--- src/rtl/note_playback_reader_if.sv ---
// Playback control, note output and note-memory read bus of note_playback_reader.
// The slave modport is the sequencer; the master modport is its controller and note memory.
interface note_playback_reader_if #(
  parameter int ADDR_W = 4
);
  logic              start;
  logic              stop;
  logic [ADDR_W:0]   num_notes;
  logic [ADDR_W-1:0] mem_addr;
  logic [5:0]        mem_q;
  logic [3:0]        note_out;
  logic [1:0]        octave_out;
  logic              note_valid;
  logic [ADDR_W-1:0] note_index;
  logic              busy;
  logic              done;

  modport slave (
    input  start, stop, num_notes, mem_q,
    output mem_addr, note_out, octave_out, note_valid, note_index, busy, done
  );

  modport master (
    output start, stop, num_notes, mem_q,
    input  mem_addr, note_out, octave_out, note_valid, note_index, busy, done
  );
endinterface

--- src/rtl/note_playback_reader.sv ---
// Note-memory playback sequencer: fetch each stored note, sound it, then hold a silent gap.
// Define LOOP_PLAYBACK_EN to repeat the sequence until stop instead of finishing after one pass.
module note_playback_reader #(
  parameter int ADDR_W     = 4,
  parameter int NOTE_TICKS = 12_500_000,
  parameter int GAP_TICKS  = 1_250_000
) (
  input  logic                  clk,
  input  logic                  reset,
  note_playback_reader_if.slave bus
);

  localparam int MAX_TICKS = (NOTE_TICKS > GAP_TICKS) ? NOTE_TICKS : GAP_TICKS;
  localparam int CNT_W     = $clog2(MAX_TICKS + 1);

  localparam logic [CNT_W-1:0]  CNT_ONE   = CNT_W'(1);
  localparam logic [CNT_W-1:0]  NOTE_LOAD = CNT_W'(NOTE_TICKS);
  localparam logic [CNT_W-1:0]  GAP_LOAD  = CNT_W'(GAP_TICKS);
  localparam logic [ADDR_W-1:0] ADDR_ONE  = ADDR_W'(1);
  localparam logic [ADDR_W:0]   COUNT_ONE = (ADDR_W+1)'(1);

  typedef enum logic [2:0] {S_IDLE, S_FETCH, S_WAIT, S_PLAY, S_GAP, S_FIN} state_e;

  state_e            state_q, state_d;
  logic [ADDR_W-1:0] mem_addr_q, mem_addr_d;
  logic [ADDR_W:0]   count_q, count_d;
  logic [CNT_W-1:0]  cnt_q, cnt_d;
  logic [3:0]        note_q, note_d;
  logic [1:0]        octave_q, octave_d;
  logic              valid_q, valid_d;
  logic [ADDR_W-1:0] index_q, index_d;
  logic              busy_q, busy_d;
  logic              done_q, done_d;
  logic              advance;

  // NOTE: state is updated with non-blocking assignments so every flop samples pre-edge values.
  always_ff @(posedge clk) begin
    if (!reset) begin
      state_q    <= S_IDLE;
      mem_addr_q <= '0;
      count_q    <= '0;
      cnt_q      <= '0;
      note_q     <= '0;
      octave_q   <= '0;
      valid_q    <= 1'b0;
      index_q    <= '0;
      busy_q     <= 1'b0;
      done_q     <= 1'b0;
    end else begin
      state_q    <= state_d;
      mem_addr_q <= mem_addr_d;
      count_q    <= count_d;
      cnt_q      <= cnt_d;
      note_q     <= note_d;
      octave_q   <= octave_d;
      valid_q    <= valid_d;
      index_q    <= index_d;
      busy_q     <= busy_d;
      done_q     <= done_d;
    end
  end

  // NOTE: every next-state value gets a default first, so no branch can infer a latch.
  always_comb begin
    state_d    = state_q;
    mem_addr_d = mem_addr_q;
    count_d    = count_q;
    cnt_d      = cnt_q;
    note_d     = note_q;
    octave_d   = octave_q;
    valid_d    = valid_q;
    index_d    = index_q;
    busy_d     = busy_q;
    done_d     = 1'b0;
    advance    = 1'b0;

    case (state_q)
      S_IDLE: begin
        if (bus.start && !bus.stop) begin
          count_d = bus.num_notes;
          if (bus.num_notes == '0) begin
            done_d  = 1'b1;
            state_d = S_FIN;
          end else begin
            mem_addr_d = '0;
            busy_d     = 1'b1;
            state_d    = S_FETCH;
          end
        end
      end
      S_FETCH: state_d = S_WAIT;
      S_WAIT: begin
        // RAM data for mem_addr_q is valid this cycle; capture it with its address.
        note_d   = bus.mem_q[3:0];
        octave_d = bus.mem_q[5:4];
        index_d  = mem_addr_q;
        valid_d  = (bus.mem_q[3:0] != 4'hF);
        cnt_d    = NOTE_LOAD;
        state_d  = S_PLAY;
      end
      S_PLAY: begin
        if (cnt_q == CNT_ONE) begin
          valid_d = 1'b0;
          if (GAP_TICKS == 0) begin
            advance = 1'b1;
          end else begin
            cnt_d   = GAP_LOAD;
            state_d = S_GAP;
          end
        end else begin
          cnt_d = cnt_q - CNT_ONE;
        end
      end
      S_GAP: begin
        if (cnt_q == CNT_ONE) advance = 1'b1;
        else                  cnt_d   = cnt_q - CNT_ONE;
      end
      S_FIN: begin
        busy_d     = 1'b0;
        mem_addr_d = '0;
        state_d    = S_IDLE;
      end
      default: state_d = S_IDLE;
    endcase

    if (advance) begin
      if ({1'b0, mem_addr_q} == count_q - COUNT_ONE) begin
        done_d = 1'b1;
`ifdef LOOP_PLAYBACK_EN
        mem_addr_d = '0;
        state_d    = S_FETCH;
`else
        state_d    = S_FIN;
`endif
      end else begin
        mem_addr_d = mem_addr_q + ADDR_ONE;
        state_d    = S_FETCH;
      end
    end

    // Abort returns everything to its reset value without a done pulse.
    if (bus.stop && state_q != S_IDLE) begin
      state_d    = S_IDLE;
      mem_addr_d = '0;
      count_d    = '0;
      cnt_d      = '0;
      note_d     = '0;
      octave_d   = '0;
      valid_d    = 1'b0;
      index_d    = '0;
      busy_d     = 1'b0;
      done_d     = 1'b0;
    end
  end

  assign bus.mem_addr   = mem_addr_q;
  assign bus.note_out   = note_q;
  assign bus.octave_out = octave_q;
  assign bus.note_valid = valid_q;
  assign bus.note_index = index_q;
  assign bus.busy       = busy_q;
  assign bus.done       = done_q;

endmodule

--- src/flat_wrapper.sv ---
// flat-port wrapper written by rule: the top's interface ports become plain ports
module note_playback_reader_flat 
#(
  parameter int ADDR_W     = 4,
  parameter int NOTE_TICKS = 12_500_000,
  parameter int GAP_TICKS  = 1_250_000
)
  (clk, reset, bus_start, bus_stop, bus_num_notes, bus_mem_q, bus_mem_addr, bus_note_out, bus_octave_out, bus_note_valid, bus_note_index, bus_busy, bus_done);
  note_playback_reader_if #(.ADDR_W(ADDR_W)) bus_i ();
  input  logic clk;
  input  logic reset;
  input wire logic [$bits(bus_i.start)-1:0] bus_start;
  input wire logic [$bits(bus_i.stop)-1:0] bus_stop;
  input wire logic [$bits(bus_i.num_notes)-1:0] bus_num_notes;
  input wire logic [$bits(bus_i.mem_q)-1:0] bus_mem_q;
  output wire logic [$bits(bus_i.mem_addr)-1:0] bus_mem_addr;
  output wire logic [$bits(bus_i.note_out)-1:0] bus_note_out;
  output wire logic [$bits(bus_i.octave_out)-1:0] bus_octave_out;
  output wire logic [$bits(bus_i.note_valid)-1:0] bus_note_valid;
  output wire logic [$bits(bus_i.note_index)-1:0] bus_note_index;
  output wire logic [$bits(bus_i.busy)-1:0] bus_busy;
  output wire logic [$bits(bus_i.done)-1:0] bus_done;
  assign bus_i.start = bus_start;
  assign bus_i.stop = bus_stop;
  assign bus_i.num_notes = bus_num_notes;
  assign bus_i.mem_q = bus_mem_q;
  assign bus_mem_addr = bus_i.mem_addr;
  assign bus_note_out = bus_i.note_out;
  assign bus_octave_out = bus_i.octave_out;
  assign bus_note_valid = bus_i.note_valid;
  assign bus_note_index = bus_i.note_index;
  assign bus_busy = bus_i.busy;
  assign bus_done = bus_i.done;
  note_playback_reader #(.ADDR_W(ADDR_W), .NOTE_TICKS(NOTE_TICKS), .GAP_TICKS(GAP_TICKS)) u_core (.clk(clk), .reset(reset), .bus(bus_i));
endmodule
--- config.mk ---
export PLATFORM = sky130hd
export DESIGN_NAME = note_playback_reader_flat
export DESIGN_NICKNAME = d
export VERILOG_FILES = /design/src/rtl/note_playback_reader_if.sv /design/src/rtl/note_playback_reader.sv /design/src/flat_wrapper.sv
export SDC_FILE = /design/constraint.sdc
export NUM_CORES = 1
export LEC_CHECK = 0
export BUFFER_PORTS_ARGS = -buffer_cell sky130_fd_sc_hd__buf_2
export CAP_MARGIN = 5
export CORE_MARGIN = 4
export CORE_UTILIZATION = 60
export CTS_CLUSTER_DIAMETER = 60
export DETAILED_ROUTE_END_ITERATION = 6
export PLACE_DENSITY = 0.93
export SETUP_SLACK_MARGIN = 0.02
export SLEW_MARGIN = 5
export SYNTH_ARGS = -nofsm -noshare
export SYNTH_HDL_FRONTEND = slang
export SYNTH_SLANG_ARGS = --single-unit
--- constraint.sdc ---
create_clock -name clk -period 4.4 [get_ports clk]
set_clock_uncertainty 0.05 [all_clocks]
set_input_delay 0 -clock clk [delete_from_list [all_inputs] [get_ports clk]]
set_output_delay 0 -clock clk [all_outputs]
set_load 0.005 [all_outputs]
==> impl_metrics.toml <==
[synth]
yosysTopAreaCellShare_pct = 35.3
synth_area_leaders = "dfxtp_1, nand2_1, a21oi_1"
async_flop_share_pct = 0
synth.distinct_cells = 72
synth_largest_area_cell = "dfxtp_1"
syn-mean-instance-area_um2 = 8.25
yosysWarnings = 0
ys_seq_area_share_pct = 35.3
synth_nets = 356
synthCells = 337
synth_edf_count = 0
synth_seq_cells = 49
ys.flop_type = "dfxtp_1"
synth_area_um2 = 2780

[floorplan]
rows = 24
initial_core_util_pct = 63.0
core_area_um2 = 4410
die_area_um2 = 5790
io_pins = 32
fp.dieW_um = 76.1
die_h_um = 76.1

[place]
dpl.hpwl_um = 5240
routabilityCongestion = 0.926
postPlaceCellArea_um2 = 2940
io_buffers = 31
preCtsSetupSlack_ns = 2.05

[clock_network]
h-tree-depth = 2
cts_root_buf = "clkbuf_8"
cts_tree = "yes"
cts_sinks = 49
clock_latency_ns = 0.31
clockBufferDepth = 2
cts_resized = 0
clk_pin_slew_worst_paths_ns = 0.10
cts_buffers = 5

[critical_path]
r2r_end = "u_core.cnt_q[17]"
path_class = "register to register"
crit-reg2reg-launch = "u_core.state_q[2]"
crit_buf_inv = 0
path_max_fanout = 15
cp_common_cell = "a21oi_1"
cp_top_family = "compound AO/OA/AOI/OAI gates"
cp.required_ns = 4.55
worstSetupEndpointType = "register"
slowest_delay_ns = 0.74
path_depth = 6
critPathSlowestCell = "a21oi_1"
r2r_cells = 6
cp_cell_sequence = "nor2b_1 -> a21oi_1 -> a21oi_2 -> o31ai_2 -> a21oi_1 -> a311oi_1"
crit_arrival_ns = 2.64
critPathLaunchType = "register"
r2r_setup_slack_ns = 1.91

[power]
power_leakage_nw = 1.19
p_total_mw = 1.16
vdd_drop_max_uv = 208
powerDensity_nw_per_um2 = 368

[timing]
max_freq_ghz = 0.402
finalMaxSlewViolations = 0
rsz0062_at_grt = "false"
setup_viol = 0
hold_viol = 0
fin_ws_ns = 1.91
finalWorstPathRequiredPeriod_ns = 2.49
worst_slew_pin_slew_ns = 0.858
post-route-period-util_pct = 56.6
tns_ns = 0
slew-limit-headroom_pct = 42.8

[cells_and_area]
final_cell_mix = "nand2_1, dfxtp_1, a21oi_1, buf_2, nor2_1"
fin_nets = 391
final_area_um2 = 3140
drive_gt1_share_pct = 18.5
diodes = 0
final_util_pct = 71.2
area_growth_pct = 13.1

[worst_hold_path]
holdPathEnd = "u_core.state_q[2]"
min_path_cells = 4
hold_start = "bus_start"
hold_class = "input pin to register"

[global_route]
grt_util_met2_pct = 41.0
grt_pass1_vias = 2657
grt.met1_usage_pct = 34.6
busiest_layer = "met2"
overflow = 0
grt_usage_pct = 26.6
antenna_found_initial = 0
grt.met3_usage_pct = 5.91
grt_max_degree = 24
grt_pass1_wl_um = 13000

[detailed_routing]
wirelength_um = 7600
ant_nets = 0
drtPass1Iterations = 5
wl_per_cell_um = 17.9
viasPerCell = 6.65
num_vias = 2827
drt_iter0_drc = 540
drc = 0

[status]
outcome = "complete, no violations"

[run]
maxCapViolations = 0
## through the flow
step,hold slack [ns],instances
5_1_grt,0.0605,425
4_1_cts,0.0400,425
3_3_place_gp,0.191,406
6_report,0.0448,425
3_5_place_dp,0.196,406
2_1_floorplan,0.0860,337
## final cells by class
class / instances / area (µm²)
clock buffers: 5 / 68.8
repair buffers: 44 / 280
fillers: 312 / 1270
inverters: 7 / 26.3
multi-input cells: 265 / 1700
clock inverters: 3 / 25.0
well taps: 52 / 65.1
flip-flops and latches: 49 / 981
## logic make-up after synthesis
group / after synthesis / synth area share (%)
flops: 49 / 35.3
compound gates: 99 / 24.8
mux: 6 / 2.16
xor+xnor: 9 / 2.84
simple gates: 147 / 29.5
buf+inv: 23 / 3.65
fa+ha+maj: 4 / 1.80
## worst reg2reg max path, delay by kind of cell, from the launching register on
kind / cells / cell delay (ns)
simple gates: 1 / 0.24
flops: 1 / 0.63
compound gates: 5 / 1.46
## worst max path at each step
stage	start	end	slack, ns
2_1_floorplan	u_core.cnt_q[0]	u_core.cnt_q[14]	2.40
3_3_place_gp	u_core.cnt_q[0]	u_core.cnt_q[18]	2.11
3_5_place_dp	u_core.cnt_q[0]	u_core.cnt_q[18]	2.05
4_1_cts	u_core.state_q[2]	u_core.cnt_q[23]	2.05
5_1_grt	u_core.state_q[2]	u_core.cnt_q[17]	1.63
6_report	u_core.state_q[2]	u_core.cnt_q[17]	1.91
## synth_stat cells (all sizes together) (3+ instances only)
| cell | n |
|---|---|
| nand2 | 52 |
| dfxtp | 49 |
| a21oi | 38 |
| nor2 | 28 |
| o21ai | 20 |
| nor3 | 14 |
| clkbuf | 11 |
| a211oi | 9 |
| nand2b | 8 |
| inv | 7 |
| nand3 | 7 |
| nor4 | 7 |
| mux2i | 6 |
| xnor2 | 6 |
| buf | 5 |
| a2111oi | 4 |
| a21o | 4 |
| and2 | 4 |
| ha | 4 |
| o31ai | 4 |
| or3 | 4 |
| nor2b | 3 |
| nor3b | 3 |
| xor2 | 3 |
## report_power, final
part	switching (mW)	internal, mW	leakage [nW]
clock	0.159	0.115	0.0447
sequential	0.0418	0.471	0.397
combinational	0.234	0.135	0.747
total	0.435	0.721	1.19
## layer usage
layer / share of wire, % / wire length [µm]
met1: 40 / 3080
met2: 45 / 3460
met3: 9.4 / 715
met4: 4.6 / 353
met5: 0 / 0
## registers in the layout, indices dropped and copies added, names as in the netlist
signal and flops:
u_core.bus.busy 1, u_core.bus.done 1, u_core.bus.mem_addr 4, u_core.bus.note_index 4, u_core.bus.note_out 4, u_core.bus.note_valid 1
u_core.bus.octave_out 2, u_core.cnt_q 24, u_core.count_q 5, u_core.state_q 3
## repair_timing
item	4_1_cts	5_1_grt
endpoints found under the setup margin	0	0
endpoints found under the hold margin	11	0
hold buffers	11	0
buffers inserted	0	0
No activity file was read; power rests on OpenSTA's default activity.
